<file path="src/rtl/div_step_ctrl_pkg.sv">
// div_step_ctrl_pkg: digit codes, sequencer states and digit sanitising shared by the division controller
package div_step_ctrl_pkg;
  localparam logic [1:0] DIG_POS  = 2'b10;
  localparam logic [1:0] DIG_NEG  = 2'b01;
  localparam logic [1:0] DIG_ZERO = 2'b00;
  typedef enum logic [1:0] {IDLE, PRIME, ITER, DRAIN} state_e;
  function automatic logic [1:0] sanitize(input logic [1:0] d);
    return (d == (DIG_POS | DIG_NEG)) ? DIG_ZERO : d;
  endfunction
endpackage

</file>
<file path="src/rtl/div_step_ctrl_digit_out_reg.sv">
// div_digit_out_reg: quotient digit holding register; a load wins over a same-cycle accept
module div_digit_out_reg
  import div_step_ctrl_pkg::*;
(
  input  logic       clk,
  input  logic       rst_n,
  input  logic       load_i,
  input  logic [1:0] d_i,
  input  logic       accept_i,
  output logic [1:0] q_o,
  output logic       valid_o
);
  logic [1:0] q_q, q_d;
  logic       valid_q, valid_d;
  always_comb begin
    q_d     = load_i ? d_i : q_q;
    valid_d = load_i | (valid_q & ~accept_i);
  end
  always_ff @(posedge clk or negedge rst_n) begin
    if (!rst_n) begin
      q_q     <= DIG_ZERO;
      valid_q <= 1'b0;
    end else begin
      q_q     <= q_d;
      valid_q <= valid_d;
    end
  end
  assign q_o     = q_q;
  assign valid_o = valid_q;
endmodule

</file>
<file path="src/rtl/div_step_ctrl.sv">
// div_step_ctrl: online-division step sequencer; paces residual/selection stages,
// builds the on-the-fly quotient vectors and hands digits downstream via valid/ready.
module div_step_ctrl
  import div_step_ctrl_pkg::*;
#(
  parameter int unrolling    = 64,
  parameter int online_delay = 3,
  parameter int ADDR_WIDTH   = 7,
  parameter int NUM_DIGITS   = 64
)(
  input  logic                  clk,
  input  logic                  asyn_reset,
  input  logic                  start,
  input  logic                  x_valid,
  input  logic [1:0]            x_value,
  output logic                  x_ready,
  input  logic [1:0]            q_value,
  output logic                  enable,
  output logic [ADDR_WIDTH-1:0] rd_addr,
  output logic [1:0]            x_step,
  output logic [unrolling-1:0]  q_plus_vec,
  output logic [unrolling-1:0]  q_minus_vec,
  output logic [1:0]            q_out,
  output logic                  q_out_valid,
  input  logic                  q_out_ready,
  output logic                  busy,
  output logic                  done,
  output logic                  err
);
  localparam int T  = NUM_DIGITS + online_delay;
  localparam int IW = (unrolling > 1) ? $clog2(unrolling) : 1;
  state_e                state_q, state_d;
  logic [ADDR_WIDTH-1:0] step_q, step_d, j;
  logic [unrolling-1:0]  qp_q, qp_d, qm_q, qm_d;
  logic                  err_q, err_d;
  logic                  active, slot_free, need_x, fire, load, accept;
  logic [1:0]            q_clean;
  logic [IW-1:0]         idx;
  assign active    = (state_q == PRIME) | (state_q == ITER);
  // During priming no digit is emitted, so downstream backpressure must not stall it
  assign slot_free = (state_q == PRIME) | ~q_out_valid | q_out_ready;
  assign need_x    = step_q < ADDR_WIDTH'(NUM_DIGITS);
  assign fire      = active & slot_free & (x_valid | ~need_x);
  assign load      = fire & (state_q == ITER);
  assign accept    = q_out_valid & q_out_ready;
  assign q_clean   = sanitize(q_value);
  assign j         = step_q - ADDR_WIDTH'(online_delay);
  assign idx       = IW'(unrolling - 1) - IW'(j);
  always_comb begin
    state_d = state_q;
    step_d  = step_q;
    qp_d    = qp_q;
    qm_d    = qm_q;
    err_d   = err_q;
    done    = 1'b0;
    case (state_q)
      IDLE: if (start) begin
        state_d = PRIME;
        step_d  = '0;
        qp_d    = '0;
        qm_d    = '0;
        err_d   = 1'b0;
      end
      PRIME: if (fire) begin
        step_d  = step_q + 1'b1;
        state_d = (step_q == ADDR_WIDTH'(online_delay - 1)) ? ITER : PRIME;
      end
      ITER: if (fire) begin
        step_d    = step_q + 1'b1;
        qp_d[idx] = q_clean[1];
        qm_d[idx] = q_clean[0];
        err_d     = err_q | (q_value != q_clean);
        state_d   = (step_q == ADDR_WIDTH'(T - 1)) ? DRAIN : ITER;
      end
      DRAIN: if (accept) begin
        done    = 1'b1;
        state_d = IDLE;
        step_d  = '0;
      end
      default: state_d = IDLE;
    endcase
  end
  always_ff @(posedge clk or negedge asyn_reset) begin
    if (!asyn_reset) begin
      state_q <= IDLE;
      step_q  <= '0;
      qp_q    <= '0;
      qm_q    <= '0;
      err_q   <= 1'b0;
    end else begin
      state_q <= state_d;
      step_q  <= step_d;
      qp_q    <= qp_d;
      qm_q    <= qm_d;
      err_q   <= err_d;
    end
  end
  div_digit_out_reg u_out (
    .clk     (clk),
    .rst_n   (asyn_reset),
    .load_i  (load),
    .d_i     (q_clean),
    .accept_i(accept),
    .q_o     (q_out),
    .valid_o (q_out_valid)
  );
  assign enable      = fire;
  assign x_ready     = fire & need_x;
  assign x_step      = (active & need_x) ? x_value : DIG_ZERO;
  assign rd_addr     = step_q;
  assign q_plus_vec  = qp_q;
  assign q_minus_vec = qm_q;
  assign busy        = state_q != IDLE;
  assign err         = err_q;
endmodule
</file>
<file path="config.mk">
export PLATFORM = sky130hd
export DESIGN_NAME = div_step_ctrl
export DESIGN_NICKNAME = d
export VERILOG_FILES = /design/src/rtl/div_step_ctrl_pkg.sv /design/src/rtl/div_step_ctrl_digit_out_reg.sv /design/src/rtl/div_step_ctrl.sv
export SDC_FILE = /design/constraint.sdc
export NUM_CORES = 1
export LEC_CHECK = 0
export CAP_MARGIN = 20
export CELL_PAD_IN_SITES_DETAIL_PLACEMENT = 1
export CELL_PAD_IN_SITES_GLOBAL_PLACEMENT = 1
export CORE_MARGIN = 2
export CORE_UTILIZATION = 40
export CTS_CLUSTER_DIAMETER = 40
export CTS_CLUSTER_SIZE = 24
export DETAILED_ROUTE_END_ITERATION = 8
export PLACE_DENSITY_LB_ADDON = 0.1
export SYNTH_ARGS = -nofsm -noshare
export SYNTH_HDL_FRONTEND = slang
export SYNTH_SLANG_ARGS = --single-unit
</file>
<file path="constraint.sdc">
create_clock -name clk -period 6.1 [get_ports clk]
set_clock_uncertainty 0.05 [all_clocks]
set_input_delay 1.525 -clock clk [delete_from_list [all_inputs] [get_ports clk]]
set_output_delay 1.525 -clock clk [all_outputs]
set_load 0.03 [all_outputs]
</file>
==> impl_table.tex, run 1 <==
\begin{tabular}{lr}
\hline
Metric & Value \\
\hline
\multicolumn{2}{l}{\textbf{Outcome}} \\
Status & finished clean \\
\multicolumn{2}{l}{\textbf{Synth}} \\
Post-Syn Nets & around 650 \\
Commonest cells in the synthesized netlist & sky130\_fd\_sc\_hd\_\_nand2\_1, sky130\_fd\_sc\_hd\_\_dfrtp\_1, sky130\_fd\_sc\_hd\_\_mux2i\_1, sky130\_fd\_sc\_hd\_\_nor3\_1, sky130\_fd\_sc\_hd\_\_clkbuf\_1 \\
Post-synthesis average cell area & 10.60 µm² \\
Post-synthesis register bit count & between 100 and 150 \\
Async set-or-reset flop fraction in the synthesized netlist & 100.0\% \\
Most instantiated flip-flop cell in the synthesis netlist & sky130\_fd\_sc\_hd\_\_dfrtp\_1 \\
Fraction of post-synthesis cell area in the top cell type by area & a little over half \\
Dominant cell type by area after synthesis & sky130\_fd\_sc\_hd\_\_dfrtp\_1 \\
Most instantiated library cell after synthesis & sky130\_fd\_sc\_hd\_\_nand2\_1 \\
Count of mapped cells out of synthesis & between 600 and 700 \\
Synth unique cells & 52 \\
EDFF count, synth & 0 \\
Synth area leaders & sky130\_fd\_sc\_hd\_\_dfrtp\_1, sky130\_fd\_sc\_hd\_\_mux2i\_1, sky130\_fd\_sc\_hd\_\_nand2\_1 \\
Portion of the post-synthesis area used by sequential elements & about 52\% \\
Count of synthesis-stage warnings from yosys & 0 \\
Post-synthesis cell area & just under 7000 µm² \\
\multicolumn{2}{l}{\textbf{Global route}} \\
Wire length of the first global-routing pass & 33.42 mm \\
Number of antenna violations at the first check in global routing & 0 \\
Largest net degree at the start of global routing & 106 \\
Gr ovfl total & 0 \\
Total global routing track utilization & 23.81\% \\
Vias in the first global route & slightly above 6000 \\
\multicolumn{2}{l}{\textbf{Pwr}} \\
Proportion of power drawn by the clock network & 35.0\% \\
Share of power burned in registers & a little over a third \\
PwrDens & $\sim$310 nW/µm² \\
Switching share of power & roughly 38\% \\
Leak Pwr & $\sim$0.0038 µW \\
Worst vdd rail ir drop & between 0.2 and 0.25 mV \\
Comb pwr share & 28.7\% \\
Total internal power & 1731 µW \\
Net Switching & between 1000 and 1500 µW \\
\multicolumn{2}{l}{\textbf{Critical path}} \\
Worst endpoint data arrival time & about 3.4 ns \\
Reg2Reg Capture Point & q\_minus\_vec[13] \\
Origin of the critical flop-to-flop path & rd\_addr[0] \\
Required time at the worst-slack endpoint & about 4.5 ns \\
Worst Reg-to-Reg Cells & 6 \\
Critical Path Start Type & input port \\
Kind of capture point of the worst setup path & output port \\
Flop-to-flop setup slack & about 3.2 ns \\
Crit Path Max Fanout & 8 \\
Critical setup path kind & input port to output port \\
\multicolumn{2}{l}{\textbf{Placement}} \\
Post-Place Cells & around 980 \\
Port Buf Inserts & $\sim$150 \\
Post-placement setup slack & 1.088 ns \\
HPWL after detailed placement & approximately 14 mm \\
Weighted congestion reported at the end of routability-driven placement & approximately 0.81 \\
\multicolumn{2}{l}{\textbf{Final layout}} \\
Filler cells & 1781 \\
Non-Filler Instances & 1010 \\
Share of layout cells above drive strength 1 & under 10\% \\
Nets & 792 \\
Area of the multi-input gates & around 3000 µm² \\
Finished Core Util & between 50\% and 60\% \\
Sequential standard cell area & 3528 µm² \\
Diodes inserted & 0 \\
Area Growth Syn to Fin & 32.61\% \\
\multicolumn{2}{l}{\textbf{Timing}} \\
Count of endpoints failing hold in the final timing report & 0 \\
Peak Freq & 200.1 MHz \\
Ratio of final minimum period to clock period & 81.93\% \\
Unrepaired setup endpoints after global routing & false \\
Final max-slew violation count & 0 \\
Setup Viol. Count Final & 0 \\
Slew @ Worst Pin & 1.071 ns \\
Worst relative slew slack & 28.61\% \\
Final Critical Period & about 5.0 ns \\
Worst hold-check slack & 0.4326 ns \\
Setup TNS & 0 ns \\
Post-route setup slack & around 1.1 ns \\
\multicolumn{2}{l}{\textbf{Clocking}} \\
Number of clock sinks & around 140 \\
Clock-pin slew on the worst setup and hold paths & $\sim$0.060 ns \\
Post-CTS repair timing setup buffer count & 0 \\
CTS Hold Buffers Added & 0 \\
Root cell of the clock tree & sky130\_fd\_sc\_hd\_\_clkbuf\_16 \\
TritonCTS clock tree & yes \\
Number of buffers on the longest clock path & 2 \\
Clock insertion delay at the later pin of the skew report & about 0.42 ns \\
Number of levels the H-tree was split into & 4 \\
Number of gates given a new drive strength after cts & 0 \\
CTS Buf Count & 17 \\
\multicolumn{2}{l}{\textbf{Route}} \\
Detailed-route via count & 5395 \\
First-pass DRT Iterations & 4 \\
Via density & between 5 and 6 \\
Initial drt markers & about 270 \\
Routed wirelength normalized by instance count & between 20 and 25 µm \\
Total wirelength of the detailed-routed design & 20.60 mm \\
Number of design rule violations left after detail routing & 0 \\
Residual antenna-violating net count after detailed routing & 0 \\
\multicolumn{2}{l}{\textbf{Worst hold path}} \\
Hold Path Stages & 2 \\
Min-Delay Startpoint & u\_out.q\_o[0] \\
Worst hold-check path type & flop to flop \\
Destination of the worst hold path & u\_out.q\_o[0] \\
\multicolumn{2}{l}{\textbf{Floorplanning}} \\
Core area & between 15000 and 20000 µm² \\
Io pins & roughly 150 \\
Starting utilization of the core area & $\sim$40\% \\
Floorplan die area & roughly 18000 µm² \\
Number of rows created at floorplan & between 40 and 50 \\
Die width & 134.1 µm \\
Die Y-Extent & between 100 and 150 µm \\
\multicolumn{2}{l}{\textbf{Job}} \\
Maximum capacitance violations & 0 \\
\hline
\end{tabular}
==> registers in the layout, indices dropped and copies added (netlist names), named ones only <==
| signal | count |
|---|---|
| state_q | 1 |
| q_plus_vec | 64 |
| u_out.q_o | 2 |
| q_minus_vec | 64 |
| err | 1 |
| rd_addr | 7 |
| u_out.valid_o | 1 |
==> how the worst max path moves through the flow <==
stage | slack (ns) | start | end | cells after the start
2_1_floorplan | 2.22 | x_valid | x_ready | 2
3_3_place_gp | 1.16 | q_out_ready | enable | 4
3_5_place_dp | 1.09 | q_out_ready | enable | 4
4_1_cts | 1.09 | q_out_ready | enable | 4
5_1_grt | 0.95 | q_out_ready | enable | 4
6_report | 1.10 | q_out_ready | enable | 4
==> critical path, stage by stage <==
cell                              delay, ns
sky130_fd_sc_hd__clkdlybuf4s50_1       0.55
sky130_fd_sc_hd__nor3b_1               0.12
sky130_fd_sc_hd__nor2_1                0.45
sky130_fd_sc_hd__clkdlybuf4s50_1       0.78
==> cell families after synthesis <==
group           after synthesis  share of synthesized area [%]
xor+xnor                      2                         0.2586
buf+inv                      52                          3.638
flops                       141                          52.08
compound gates               39                          4.414
mux                         134                          19.82
fa+ha+maj                     6                          1.108
simple gates                265                          18.69
==> cell usage in the layout (no fill, tap or decap), types with 4 or more instances in the layout <==
| cell type | instances |
|---|---|
| sky130_fd_sc_hd__a21oi_1 | 4 |
| sky130_fd_sc_hd__a32oi_1 | 5 |
| sky130_fd_sc_hd__buf_4 | 6 |
| sky130_fd_sc_hd__clkbuf_16 | 17 |
| sky130_fd_sc_hd__clkdlybuf4s50_1 | 152 |
| sky130_fd_sc_hd__clkinv_2 | 5 |
| sky130_fd_sc_hd__dfrtp_1 | 141 |
| sky130_fd_sc_hd__ha_1 | 6 |
| sky130_fd_sc_hd__inv_1 | 11 |
| sky130_fd_sc_hd__mux2i_1 | 133 |
| sky130_fd_sc_hd__nand2_1 | 149 |
| sky130_fd_sc_hd__nand3_1 | 23 |
| sky130_fd_sc_hd__nor2_1 | 11 |
| sky130_fd_sc_hd__nor3_1 | 35 |
| sky130_fd_sc_hd__nor3_2 | 12 |
| sky130_fd_sc_hd__o21ai_0 | 9 |
| sky130_fd_sc_hd__or3_1 | 5 |
| sky130_fd_sc_hd__or3_4 | 4 |
==> area by class of cell <==
class                   instances  area share [%]
clock inverters                11           1.058
multi-input cells             446           33.53
repair buffers                159           17.56
flip-flops and latches        141           39.27
inverters                      12          0.5013
clock buffers                  21           5.013
well taps                     220           3.064
==> layer usage <==
metal	vias to the layer above	share of wire, %	track usage [%]
li1	2478	-	-
met1	2767	43	30.09
met4	0	1.9	7.310
met3	29	4.5	5.745
met5	-	0	0
met2	121	51	40.60
==> stage by stage <==
stage / area [µm²] / power [µW]
after CTS: 8985 / 2795
after floorplan: 6775 / 1543
after global placement: 8439 / 1790
after global routing: 8985 / 2910
after detailed placement: 8439 / 1816
final: 8985 / 2776
==> power by group through the flow <==
stage | sequential [µW] | clock [µW] | combinational, µW
after CTS | 1010 | 991 | 799
final | 1010 | 972 | 797
after global routing | 1010 | 1030 | 865
after global placement | 1020 | 0 | 771
after detailed placement | 1020 | 0 | 794
after floorplan | 1030 | 0 | 512
(Power assumes the default switching activity.)
==> run 2: changes to the inputs <==
CORE_UTILIZATION = 39   (was 40)
clock period = 5.1 ns   (was 6.1 ns; I/O delays follow)
==> impl_table.tex, run 2 (synthesis results as in run 1) <==
\begin{tabular}{lr}
\hline
Metric & Value \\
\hline
\multicolumn{2}{l}{\textbf{Placement}} \\
Weighted congestion reported at the end of routability-driven placement & roughly 0.83 \\
HPWL after detailed placement & about 14 mm \\
Placement Cell Area & $\sim$8500 µm² \\
Port Buf Inserts & roughly 150 \\
\multicolumn{2}{l}{\textbf{Timing}} \\
Unrepaired setup endpoints after global routing & false \\
Peak Freq & $\sim$230 MHz \\
Ratio of final minimum period to clock period & slightly below 90\% \\
Final Critical Period & about 4.4 ns \\
Setup TNS & 0 ns \\
Final max-slew violation count & 0 \\
Worst relative slew slack & a little over a quarter \\
Slew @ Worst Pin & roughly 1.1 ns \\
Setup Viol. Count Final & 0 \\
Count of endpoints failing hold in the final timing report & 0 \\
\multicolumn{2}{l}{\textbf{Critical path}} \\
Required time at the worst-slack endpoint & about 3.8 ns \\
Kind of capture point of the worst setup path & output port \\
Slowest stage cell on the critical path & sky130\_fd\_sc\_hd\_\_clkdlybuf4s50\_1 \\
Critical setup path kind & input port to output port \\
Worst endpoint data arrival time & 3.11 ns \\
Crit Path Max Fanout & 8 \\
Origin of the critical flop-to-flop path & rd\_addr[0] \\
Cell repeated most along the worst path & sky130\_fd\_sc\_hd\_\_clkdlybuf4s50\_1 \\
Critical Path Start Type & input port \\
Flop-to-flop setup slack & roughly 2.1 ns \\
Reg2Reg Capture Point & q\_plus\_vec[13] \\
Worst Reg-to-Reg Cells & 6 \\
Slowest Stage Delay on Critical Path & 0.65 ns \\
Chain of cells forming the critical path & clkdlybuf4s50\_1 > nor3b\_1 > nor2\_1 > clkdlybuf4s50\_1 \\
Start point of the critical path & q\_out\_ready \\
End point of the critical path & enable \\
\multicolumn{2}{l}{\textbf{Global route}} \\
Gr ovfl total & 0 \\
Wire length of the first global-routing pass & 32.24 mm \\
Largest net degree at the start of global routing & between 100 and 150 \\
Number of antenna violations at the first check in global routing & 0 \\
Vias in the first global route & roughly 5800 \\
Total global routing track utilization & 23.03\% \\
\multicolumn{2}{l}{\textbf{Route}} \\
Routed wirelength normalized by instance count & between 20 and 25 µm \\
First-pass DRT Iterations & 4 \\
Residual antenna-violating net count after detailed routing & 0 \\
Total wirelength of the detailed-routed design & 20.55 mm \\
Number of design rule violations left after detail routing & 0 \\
Routed length on met1 & between 8 and 9 mm \\
Top metal layer carrying routed signals & met4 \\
Routed length on met2 & 10.27 mm \\
Detailed-route via count & about 5400 \\
Met3 wire len & 1.156 mm \\
Via density & roughly 5.3 \\
Initial drt markers & $\sim$200 \\
\multicolumn{2}{l}{\textbf{Clocking}} \\
Number of levels the H-tree was split into & 4 \\
Number of buffers on the longest clock path & 2 \\
Number of gates given a new drive strength after cts & 0 \\
CTS Hold Buffers Added & 0 \\
Number of clock sinks & approximately 140 \\
TritonCTS clock tree & yes \\
Clock-pin slew on the worst setup and hold paths & around 0.060 ns \\
Clock insertion delay at the later pin of the skew report & $\sim$0.43 ns \\
Root cell of the clock tree & sky130\_fd\_sc\_hd\_\_clkbuf\_16 \\
Post-CTS repair timing setup buffer count & 0 \\
CTS Buf Count & 17 \\
\multicolumn{2}{l}{\textbf{Final layout}} \\
Area Growth Syn to Fin & 33.83\% \\
Finished Core Util & between 50\% and 60\% \\
Share of layout cells above drive strength 1 & a little over 8\% \\
Most frequent cells in the layout & sky130\_fd\_sc\_hd\_\_clkdlybuf4s50\_1, sky130\_fd\_sc\_hd\_\_nand2\_1, sky130\_fd\_sc\_hd\_\_dfrtp\_1 \\
Diodes inserted & 0 \\
Nets & around 790 \\
Filler cells & 1836 \\
Final standard cell area without fillers & about 9000 µm² \\
Most common library cell in the layout ignoring fill and taps & sky130\_fd\_sc\_hd\_\_clkdlybuf4s50\_1 \\
\multicolumn{2}{l}{\textbf{Worst hold path}} \\
Worst hold-check path type & flop to flop \\
Min-Delay Startpoint & u\_out.q\_o[0] \\
\multicolumn{2}{l}{\textbf{Pwr}} \\
PwrDens & around 380 nW/µm² \\
Worst vdd rail ir drop & around 0.24 mV \\
Leak Pwr & approximately 0.0039 µW \\
\multicolumn{2}{l}{\textbf{Job}} \\
Maximum capacitance violations & 0 \\
\multicolumn{2}{l}{\textbf{Floorplanning}} \\
Floorplan die area & 18440 µm² \\
Io pins & around 150 \\
Core area & $\sim$17000 µm² \\
Die Y-Extent & around 140 µm \\
Starting utilization of the core area & about two fifths \\
Die width & 135.8 µm \\
Number of rows created at floorplan & 48 \\
\multicolumn{2}{l}{\textbf{Outcome}} \\
Status & finished clean \\
\hline
\end{tabular}
## run 2: power breakdown
group | leakage, µW | switching [µW] | internal, µW
clock | 0.000288 | 477 | 765
combinational | 0.00161 | 714 | 247
sequential | 0.00196 | 54.1 | 1150
total | 0.00386 | 1240 | 2160
## run 2: worst min path at each step
stage / end / depth (start not counted)
6_report: u_out.q_o[0] / 2
5_1_grt: q_plus_vec[29] / 2
4_1_cts: u_out.q_o[1] / 2
3_5_place_dp: u_out.q_o[1] / 2
3_3_place_gp: u_out.q_o[1] / 2
2_1_floorplan: state_q[0] / 1
## run 2: cell type report
type,count,area [µm²],area share [%]
Clock inverter,12,145.1,1.601
Clock buffer,20,436.7,4.816
Tap cell,225,281.5,3.105
Timing Repair Buffer,160,1618,17.84
Inverter,12,45.04,0.4968
Sequential cell,141,3528,38.91
Multi-Input combinational cell,446,3013,33.23
## run 2: metrics by stage
stage,power (µW),setup slack [ns],hold WS (ns),instances
after floorplan,1846,1.721,0.4881,639
after global placement,2145,0.6542,0.4165,983
after detailed placement,2173,0.6465,0.4451,983
after CTS,3428,0.6405,0.4646,1015
after global routing,3561,0.5803,0.5015,1016
final,3404,0.6626,0.4534,1016
## run 2: critical path, delay by kind of cell
kind                   cells  cell delay [ns]
buffers and inverters      2             1.11
AND/OR/NAND/NOR            2             0.72
## run 2: per-layer routing
layer / track usage [%] / up-vias
li1: - / 2483
met1: 29.02 / 2787
met2: 38.64 / 120
met3: 7.071 / 22
met4: 5.903 / 0
met5: 0 / -
